==> config.mk <==
export PLATFORM = sky130hd
export DESIGN_NAME = layer_weight_sequencer
export DESIGN_NICKNAME = d
export VERILOG_FILES = /design/src/rtl/weight_seq_pkg.sv /design/src/rtl/seq_cycle_counter.sv /design/src/rtl/layer_weight_sequencer.sv
export SDC_FILE = /design/constraint.sdc
export NUM_CORES = 1
export LEC_CHECK = 0
export BUFFER_PORTS_ARGS = -buffer_cell sky130_fd_sc_hd__buf_2
export CAP_MARGIN = 20
export CORE_ASPECT_RATIO = 0.8
export CORE_UTILIZATION = 61
export CTS_BUF_LIST = sky130_fd_sc_hd__clkbuf_4 sky130_fd_sc_hd__clkbuf_8 sky130_fd_sc_hd__clkbuf_16
export DETAILED_ROUTE_END_ITERATION = 10
export HOLD_SLACK_MARGIN = 0.03
export PLACE_DENSITY = 0.83
export SLEW_MARGIN = 15
export SYNTH_ARGS = -nofsm -noshare
export SYNTH_HDL_FRONTEND = slang
export SYNTH_SLANG_ARGS = --single-unit
==> constraint.sdc <==
create_clock -name clk -period 2.7 [get_ports clk]
set_input_delay 0.54 -clock clk [delete_from_list [all_inputs] [get_ports clk]]
set_output_delay 0.54 -clock clk [all_outputs]
set_load 0.005 [all_outputs]
==> src/rtl/weight_seq_pkg.sv <==
// Shared types for the layer weight sequencer: FSM states and weight-mux select codes.
package weight_seq_pkg;

  typedef enum logic [2:0] {
    S_IDLE,
    S_SETTLE,
    S_ISSUE,
    S_WAIT,
    S_LATCH,
    S_DONE
  } state_e;

  typedef enum logic [1:0] {
    SEL_HID0 = 2'b00,
    SEL_HID1 = 2'b01,
    SEL_HID2 = 2'b10,
    SEL_OUT  = 2'b11
  } sel_e;

endpackage

==> src/rtl/seq_cycle_counter.sv <==
// Loadable down-counter with a terminal-count flag; load wins over decrement, saturates at zero.
module seq_cycle_counter #(
  parameter int unsigned WIDTH = 4
) (
  input  logic             clk,
  input  logic             rst_n,
  input  logic             i_load,
  input  logic [WIDTH-1:0] i_load_val,
  input  logic             i_en,
  output logic             o_tc
);

  logic [WIDTH-1:0] r_count;

  always_ff @(posedge clk or negedge rst_n) begin
    if (!rst_n) begin
      r_count <= '0;
    end else if (i_load) begin
      r_count <= i_load_val;
    end else if (i_en && (r_count != '0)) begin
      r_count <= r_count - 1'b1;
    end
  end

  assign o_tc = (r_count == '0);

endmodule

==> src/rtl/layer_weight_sequencer.sv <==
// Steps the neuron array through hidden banks 0..2 and the output layer, one weight bank per phase.
module layer_weight_sequencer
  import weight_seq_pkg::*;
#(
  parameter int unsigned SETTLE_CYC  = 2,
  parameter int unsigned TIMEOUT_CYC = 1024
) (
  input  logic       clk,
  input  logic       rst_n,
  input  logic       start,
  input  logic       abort,
  input  logic       issue_ready,
  input  logic       pe_done,
  output logic [1:0] sel,
  output logic       issue_valid,
  output logic       acc_clear,
  output logic       hid_latch,
  output logic       busy,
  output logic       pass_done,
  output logic       timeout_err
);

  localparam int unsigned SW = $clog2(SETTLE_CYC + 1);
  localparam int unsigned TW = $clog2(TIMEOUT_CYC + 1);
  localparam logic [SW-1:0] SETTLE_LD  = SW'(SETTLE_CYC - 1);
  localparam logic [TW-1:0] TIMEOUT_LD = TW'(TIMEOUT_CYC - 1);

  state_e r_state;
  sel_e   r_phase;
  logic   r_issue_valid;
  logic   r_acc_clear;
  logic   r_hid_latch;
  logic   r_pass_done;
  logic   r_timeout_err;

  logic   w_settle_tc;
  logic   w_wait_tc;
  logic   w_in_settle;
  logic   w_in_wait;

  assign w_in_settle = (r_state == S_SETTLE);
  assign w_in_wait   = (r_state == S_WAIT);

  // Both counters reload continuously outside their state, so they start fresh on every entry.
  seq_cycle_counter #(.WIDTH(SW)) u_settle_cnt (
    .clk        (clk),
    .rst_n      (rst_n),
    .i_load     (!w_in_settle),
    .i_load_val (SETTLE_LD),
    .i_en       (w_in_settle),
    .o_tc       (w_settle_tc)
  );

  seq_cycle_counter #(.WIDTH(TW)) u_wait_cnt (
    .clk        (clk),
    .rst_n      (rst_n),
    .i_load     (!w_in_wait),
    .i_load_val (TIMEOUT_LD),
    .i_en       (w_in_wait),
    .o_tc       (w_wait_tc)
  );

  always_ff @(posedge clk or negedge rst_n) begin
    if (!rst_n) begin
      r_state       <= S_IDLE;
      r_phase       <= SEL_HID0;
      r_issue_valid <= 1'b0;
      r_acc_clear   <= 1'b0;
      r_hid_latch   <= 1'b0;
      r_pass_done   <= 1'b0;
      r_timeout_err <= 1'b0;
    end else begin
      r_acc_clear <= 1'b0;
      r_hid_latch <= 1'b0;
      r_pass_done <= 1'b0;
      if (abort) begin
        r_state       <= S_IDLE;
        r_phase       <= SEL_HID0;
        r_issue_valid <= 1'b0;
      end else begin
        case (r_state)
          S_IDLE: begin
            if (start) begin
              r_state       <= S_SETTLE;
              r_phase       <= SEL_HID0;
              r_acc_clear   <= 1'b1;
              r_timeout_err <= 1'b0;
            end
          end
          S_SETTLE: begin
            if (w_settle_tc) begin
              r_state       <= S_ISSUE;
              r_issue_valid <= 1'b1;
            end
          end
          S_ISSUE: begin
            if (r_issue_valid && issue_ready) begin
              r_state       <= S_WAIT;
              r_issue_valid <= 1'b0;
            end
          end
          S_WAIT: begin
            // pe_done is checked first so it wins against the timeout terminal count.
            if (pe_done) begin
              case (r_phase)
                SEL_HID0: begin
                  r_phase     <= SEL_HID1;
                  r_state     <= S_SETTLE;
                  r_acc_clear <= 1'b1;
                end
                SEL_HID1: begin
                  r_phase     <= SEL_HID2;
                  r_state     <= S_SETTLE;
                  r_acc_clear <= 1'b1;
                end
                SEL_HID2: begin
                  r_state     <= S_LATCH;
                  r_hid_latch <= 1'b1;
                end
                SEL_OUT: begin
                  r_state     <= S_DONE;
                  r_pass_done <= 1'b1;
                end
              endcase
            end else if (w_wait_tc) begin
              r_timeout_err <= 1'b1;
              r_state       <= S_IDLE;
              r_phase       <= SEL_HID0;
            end
          end
          S_LATCH: begin
            r_phase     <= SEL_OUT;
            r_state     <= S_SETTLE;
            r_acc_clear <= 1'b1;
          end
          S_DONE: begin
            r_state <= S_IDLE;
            r_phase <= SEL_HID0;
          end
          default: begin
            r_state <= S_IDLE;
            r_phase <= SEL_HID0;
          end
        endcase
      end
    end
  end

  assign sel         = r_phase;
  assign issue_valid = r_issue_valid;
  assign acc_clear   = r_acc_clear;
  assign hid_latch   = r_hid_latch;
  assign busy        = (r_state != S_IDLE);
  assign pass_done   = r_pass_done;
  assign timeout_err = r_timeout_err;

endmodule

; ---- Yosys cells after proc, flatten, opt, wreduce, memory -nomap -nowiden
; Index checks and enable logic that the tools add are counted.
[totals]
memories = 0
out_inout_bits = 8
reg_bits = 23
elab_cells = 87
ramBits = 0
latch_bits = 0
mem_bits_ro = 0
inputBits = 6
[op_classes]
bitwise = 1
multipliers = 0
n_lt_le_gt_ge = 0
addsub = 2
shift = 0
div = 0
eq_ne = 18
reduce_logical = 18
n_mux = 39
[ops]
columns = op, count
row1 = $mux 11, 2
row2 = $mux 1, 18
row3 = $mux 3, 6
row4 = $pmux 3 s5, 1
row5 = $mux 2, 6
row6 = $logic_not 11->1, 1
row7 = $reduce_bool 11->1, 1
row8 = $sub 11x1->11 const B, 1
row9 = $ne 2x2->1 const B, 5
row10 = $ne 3x3->1 const B, 3
row11 = $pmux 3 s3, 1
row12 = $pmux 2 s4, 1
row13 = $reduce_and 4->1, 2
row14 = $eq 3x2->1 const B, 2
row15 = $reduce_bool 3->1, 2
row16 = $ne 5x5->1 const B, 1
row17 = $reduce_and 5->1, 1
row18 = $eq 2x2->1 const B, 2
row19 = $logic_not 2->1, 2
row20 = $ne 4x4->1 const B, 1
row21 = $pmux 1 s2, 2
row22 = $pmux 2 s2, 1
row23 = $reduce_bool 2->1, 2
row24 = $reduce_or 2->1, 2
row25 = 10 further kinds, 12

; ---- Logic depth before layout (Yosys ltp)
[depth]
word_depth = 6
mapped_depth = 7
depth_no_buf = 6

; ---- Modules after synthesis
; From an unflattened synthesis, not the netlist that was laid out.
[hier_totals]
hier_cells = 161
hier_area_um2 = 1473.9
[by_module_without_submodules]
columns = mod, seq_area_each_um2, cells_per_inst, area_per_inst_um2, n_inst
row1 = seq_cycle_counter at u_wait_cnt, 275.3, 75, 706.9, 1
row2 = layer_weight_sequencer, 250.2, 73, 634.4, 1
row3 = seq_cycle_counter at u_settle_cnt, 50.0, 13, 132.6, 1

; ---- Worst setup path before layout
; OpenSTA, ideal clock, no wires.
[synth_timing]
kind = reg2reg
startpoint = register u_wait_cnt.r_count[0]
endpoint = register r_timeout_err, in the netlist timeout_err
synth_period_minus_slack_ns = 1.800
path_slack_ns = 0.900
stages_incl_launch_ff = 8
required_ns = 2.612
setup_ns = 0.088
t_arrival_ns = 1.712
path_buffers = 1
cell_sequence = dfrtp_1 -> inv_1 -> ha_1 -> nor3b_1 -> and3_1 -> buf_2 -> a41oi_1 -> a41oi_1
[synth_between]
elab_chain_cells = 3
[synth_lines]
columns = item, line_no
row1 = from (decl), seq_cycle_counter.sv:13  ; logic [WIDTH-1:0] r_count;
row2 = from (signal assigned), seq_cycle_counter.sv:19  ; r_count <= i_load_val;
row3 = from (signal assigned), seq_cycle_counter.sv:21  ; r_count <= r_count - 1'b1;
row4 = $logic_not 11->1, seq_cycle_counter.sv:25  ; assign o_tc = (r_count == '0);
row5 = $ne 2x2->1 (no source line), n/a
row6 = $reduce_and 5->1 (no source line), n/a
row7 = to (signal assigned), layer_weight_sequencer.sv:71  ; r_timeout_err <= 1'b0;
row8 = to (signal assigned), layer_weight_sequencer.sv:87  ; r_timeout_err <= 1'b0;
row9 = to (signal assigned), layer_weight_sequencer.sv:126  ; r_timeout_err <= 1'b1;
row10 = to (decl), layer_weight_sequencer.sv:34  ; logic r_timeout_err;
; No other way between the ends.
; A chain may end at the register's enable or synchronous reset.

; ---- Worst setup path in the final report
[layout_timing]
startpoint = register u_wait_cnt.r_count[0]
endpoint = register r_phase[0], in the netlist sel[0]
[layout_between]
elab_chain_cells = 3
[layout_lines]
columns = item, line_no
row1 = $logic_not 11->1, seq_cycle_counter.sv:25
row2 = $ne 4x4->1 (no source line), n/a
row3 = $reduce_and 4->1 (no source line), n/a
row4 = to (signal assigned), layer_weight_sequencer.sv:66  ; r_phase <= SEL_HID0;
row5 = to (signal assigned), layer_weight_sequencer.sv:78  ; r_phase <= SEL_HID0;
row6 = to (signal assigned), layer_weight_sequencer.sv:85  ; r_phase <= SEL_HID0;
row7 = to (decl), layer_weight_sequencer.sv:29  ; sel_e r_phase;
; No other way between the ends.

==> impl_metrics.env <==
export IMPL_final_cell_count_no_fill=165
export IMPL_fin_setup_tns_ps=0
export IMPL_yosysUniqueCellTypes=40
export IMPL_synth_common_cells="dfrtp_1, nand2_1, inv_1, a21oi_1"
export IMPL_setup_viol=0
export IMPL_io_pins=14
export IMPL_yosysWarnings=0
export IMPL_grt_pass1_vias=976
export IMPL_ys_seq_area_share_pct=45.91
export IMPL_p_leak_nw=0.5202
export IMPL_synth_top_area_share_pct=45.91
export IMPL_nets=150
export IMPL_crit_chain="inv_1 > ha_1 > nor3b_1 > a311oi_1 > o211ai_1 > o311ai_0"
export IMPL_cts_buffers=3
export IMPL_avgRoutedWirePerCell_microns=15.57
export IMPL_viasPerCell=6.400
export IMPL_max_stage_delay_ps=560
export IMPL_worstSetupPathType="reg2reg"
export IMPL_rows=14
export IMPL_path_clk_slew_ps=120
export IMPL_seq_area_sq_um=575.6
export IMPL_vias=1056
export IMPL_first_iter_violations=36
export IMPL_combPwrFrac_pct=23.7
export IMPL_area_growth_pct=7.884
export IMPL_cts_root_buffer="clkbuf_4"
export IMPL_cp_start_kind="register"
export IMPL_dp_final_hpwl_mm=1.888
export IMPL_dieArea_sq_mm=0.002242
export IMPL_hold_viol=0
export IMPL_n_antenna_cell=0
export IMPL_synth_top_cell_by_area="dfrtp_1"
export IMPL_synth_ff_type="dfrtp_1"
export IMPL_holdWs_ps=172.4
export IMPL_grt_pass1_wl_mm=4.436
export IMPL_cts_setup_buffers=0
export IMPL_rsz0062_at_grt="false"
export IMPL_netlist_area_sq_mm=0.001254
export IMPL_multi_input_area_sq_um=616.8
export IMPL_clockBufferDepth=2
export IMPL_dp_cells=161
export IMPL_slew_viol_final=0
export IMPL_max_freq_mhz=474.9
export IMPL_synth_nets=138
export IMPL_syn_inst=130
export IMPL_internal_power_mw=0.5032
export IMPL_initial_core_util_pct=65.66
export IMPL_firstDrtPassIters=4
export IMPL_post_route_min_period_ps=2106
export IMPL_min_period_over_period_pct=77.99
export IMPL_ir_drop_mv=0.4616
export IMPL_core_area_sq_mm=0.001909
export IMPL_slowest_stage="nor3b_1"
export IMPL_arrival_ps=2290
export IMPL_grt_max_degree=24
export IMPL_power_frac_seq_pct=55.4
export IMPL_cap_violations=0
export IMPL_clkPwrFrac_pct=20.9
export IMPL_drive_above_1_share_pct=15.60
export IMPL_hold_class="in2async"
export IMPL_slew_headroom_pct=58.58
export IMPL_tritoncts="yes"
export IMPL_tightest_slew_ps=619.9
export IMPL_ctsHtreeMaxLevel=1
export IMPL_final_antenna_net_count=0
export IMPL_finClkSkew_ps=7.923
export IMPL_ctsHoldBuffers=0
export IMPL_synth_avg_cell_area_sq_um=9.644
export IMPL_cts_resized=0
export IMPL_gp_congestion=0.8742
export IMPL_switching_share_pct=32.17
export IMPL_yosysMostFrequentCell="dfrtp_1"
export IMPL_outcome="completed"
export IMPL_critPathRequiredTime_ps=2880
export IMPL_power_switching_mw=0.2387
export IMPL_cts_sinks=23
export IMPL_p_per_area_mw_per_mm2=548.4
export IMPL_die_w_microns=52.69
export IMPL_ys_ff_latch=23
export IMPL_async_flop_share_pct=100.0
export IMPL_overflow=0
export IMPL_grt_usage_pct=27.47
export IMPL_cp_max_fo=6
export IMPL_drc=0
export IMPL_synth_edf_count=0
export IMPL_synth_area_leaders="dfrtp_1, nand2_1, o211ai_1, mux2i_1, inv_1"
export IMPL_die_y_microns=42.55
export IMPL_clk_latency_ps=310
export IMPL_drt_total_wl_mm=2.569
export IMPL_io_buffer_count=13
export IMPL_antenna_found_initial=0
export IMPL_nFillCells=135
export IMPL_end_kind="register"
-- kinds of logic (layout without fill, tap and decap cells) --
| family | after synthesis | count (layout) | share of synthesized area, % |
|---|---|---|---|
| multiplexers | 4 | 4 | 3.194 |
| adder cells (fa/ha/maj) | 2 | 2 | 1.996 |
| flip-flops | 23 | 23 | 45.91 |
| buffers and inverters | 16 | 27 | 4.890 |
| XOR/XNOR | 5 | 5 | 3.493 |
| AND/OR/NAND/NOR | 45 | 45 | 19.86 |
| AO/OA/AOI/OAI | 35 | 35 | 20.66 |
-- state kept, by name, summed over array words and instances, names as in the netlist --
signal / flops
u_wait_cnt.r_count: 11
pass_done: 1
sel: 2
issue_valid: 1
hid_latch: 1
acc_clear: 1
r_state: 3
timeout_err: 1
u_settle_cnt.r_count: 2
-- stage by stage --
stage / util [%] / power (mW) / setup slack [ps] / cell area [sq um]
floorplan: - / 0.5378 / 899.7 / 1254
global placement: 69.40 / 0.5822 / 759.9 / 1325
detailed placement: 69.40 / 0.5932 / 653.9 / 1325
CTS: 70.84 / 0.7493 / 596.3 / 1353
global route: 70.84 / 0.7860 / 347.7 / 1353
finish: 70.84 / 0.7418 / 594.3 / 1353
-- cell usage in the layout, fill, tap and decap left out, drive strengths merged --
| cell | netlist | final |
|---|---|---|
| or3 | 4 | 4 |
| nand2b | 2 | 2 |
| a32oi | 1 | 1 |
| inv | 10 | 10 |
| clkinv | 0 | 1 |
| nor3 | 6 | 6 |
| a31o | 1 | 1 |
| nor2b | 1 | 1 |
| o21bai | 1 | 1 |
| nand3b | 2 | 2 |
| ha | 2 | 2 |
| a221o | 1 | 1 |
| buf | 2 | 13 |
| nor2 | 5 | 5 |
| and2 | 3 | 3 |
| o21ai | 3 | 3 |
| clkbuf | 4 | 3 |
| o211ai | 6 | 6 |
| xor2 | 1 | 1 |
| mux2i | 4 | 4 |
| o31ai | 3 | 3 |
| o311ai | 1 | 1 |
| a211oi | 1 | 1 |
| xnor2 | 4 | 4 |
| o311a | 1 | 1 |
| a211o | 1 | 1 |
| a41oi | 2 | 2 |
| a31oi | 2 | 2 |
| a311oi | 2 | 2 |
| nor4 | 2 | 2 |
| dfrtp | 23 | 23 |
| or4 | 2 | 2 |
| nor3b | 2 | 2 |
| and3 | 1 | 1 |
| a21oi | 7 | 7 |
| nand2 | 12 | 12 |
| a2111oi | 2 | 2 |
| nand3 | 3 | 3 |
-- power groups by stage --
stage / logic [mW] / clock network (mW) / registers (mW)
after detailed placement: 0.176 / 0 / 0.417
final: 0.176 / 0.155 / 0.411
after global placement: 0.170 / 0 / 0.413
after global routing: 0.196 / 0.174 / 0.416
after CTS: 0.176 / 0.163 / 0.410
after floorplan: 0.147 / 0 / 0.391
-- per-layer routing --
| metal | wire length, microns | share of wire, % | vias to the layer above | track usage [%] |
|---|---|---|---|---|
| met1 | 1229 | 48 | 515 | 39.67 |
| met3 | 142 | 5.5 | 0 | 7.971 |
| met4 | 0 | 0 | 0 | 6.316 |
| li1 | - | - | 504 | - |
| met2 | 1198 | 47 | 37 | 40.76 |
| met5 | 0 | 0 | - | 0 |
-- cell type report --
type	count	share of cell area, %
clock buffer	3	1.665
clock inverter	1	0.3700
sequential	23	42.55
timing repair buffer	13	4.810
tap	24	2.220
multi-input combinational	91	45.61
inverter	10	2.775
-- worst max-delay path, delay by kind of cell, from the launching register on --
family	cells	cell delay, ps
AND/OR/NAND/NOR	1	560
adder cells (fa/ha/maj)	1	250
flip-flops	1	410
AO/OA/AOI/OAI	3	670
buffers and inverters	1	90
-- path summary, 6_finish.rpt --
| path | startpoint | end | slack, ps | cells past startpoint |
|---|---|---|---|---|
| max | u_wait_cnt.r_count[0] | sel[0] | 590 | 6 |
| min | rst_n | hid_latch | 170 | 1 |
| max reg2reg | u_wait_cnt.r_count[0] | sel[0] | 590 | 6 |
| min reg2reg | u_wait_cnt.r_count[10] | u_wait_cnt.r_count[10] | 560 | 1 |
| max in group asynchronous | rst_n | sel[1] | 2180 | 1 |
| min in group clk | abort | issue_valid | 510 | 2 |
Note: power is estimated with default switching activity, not from simulation.
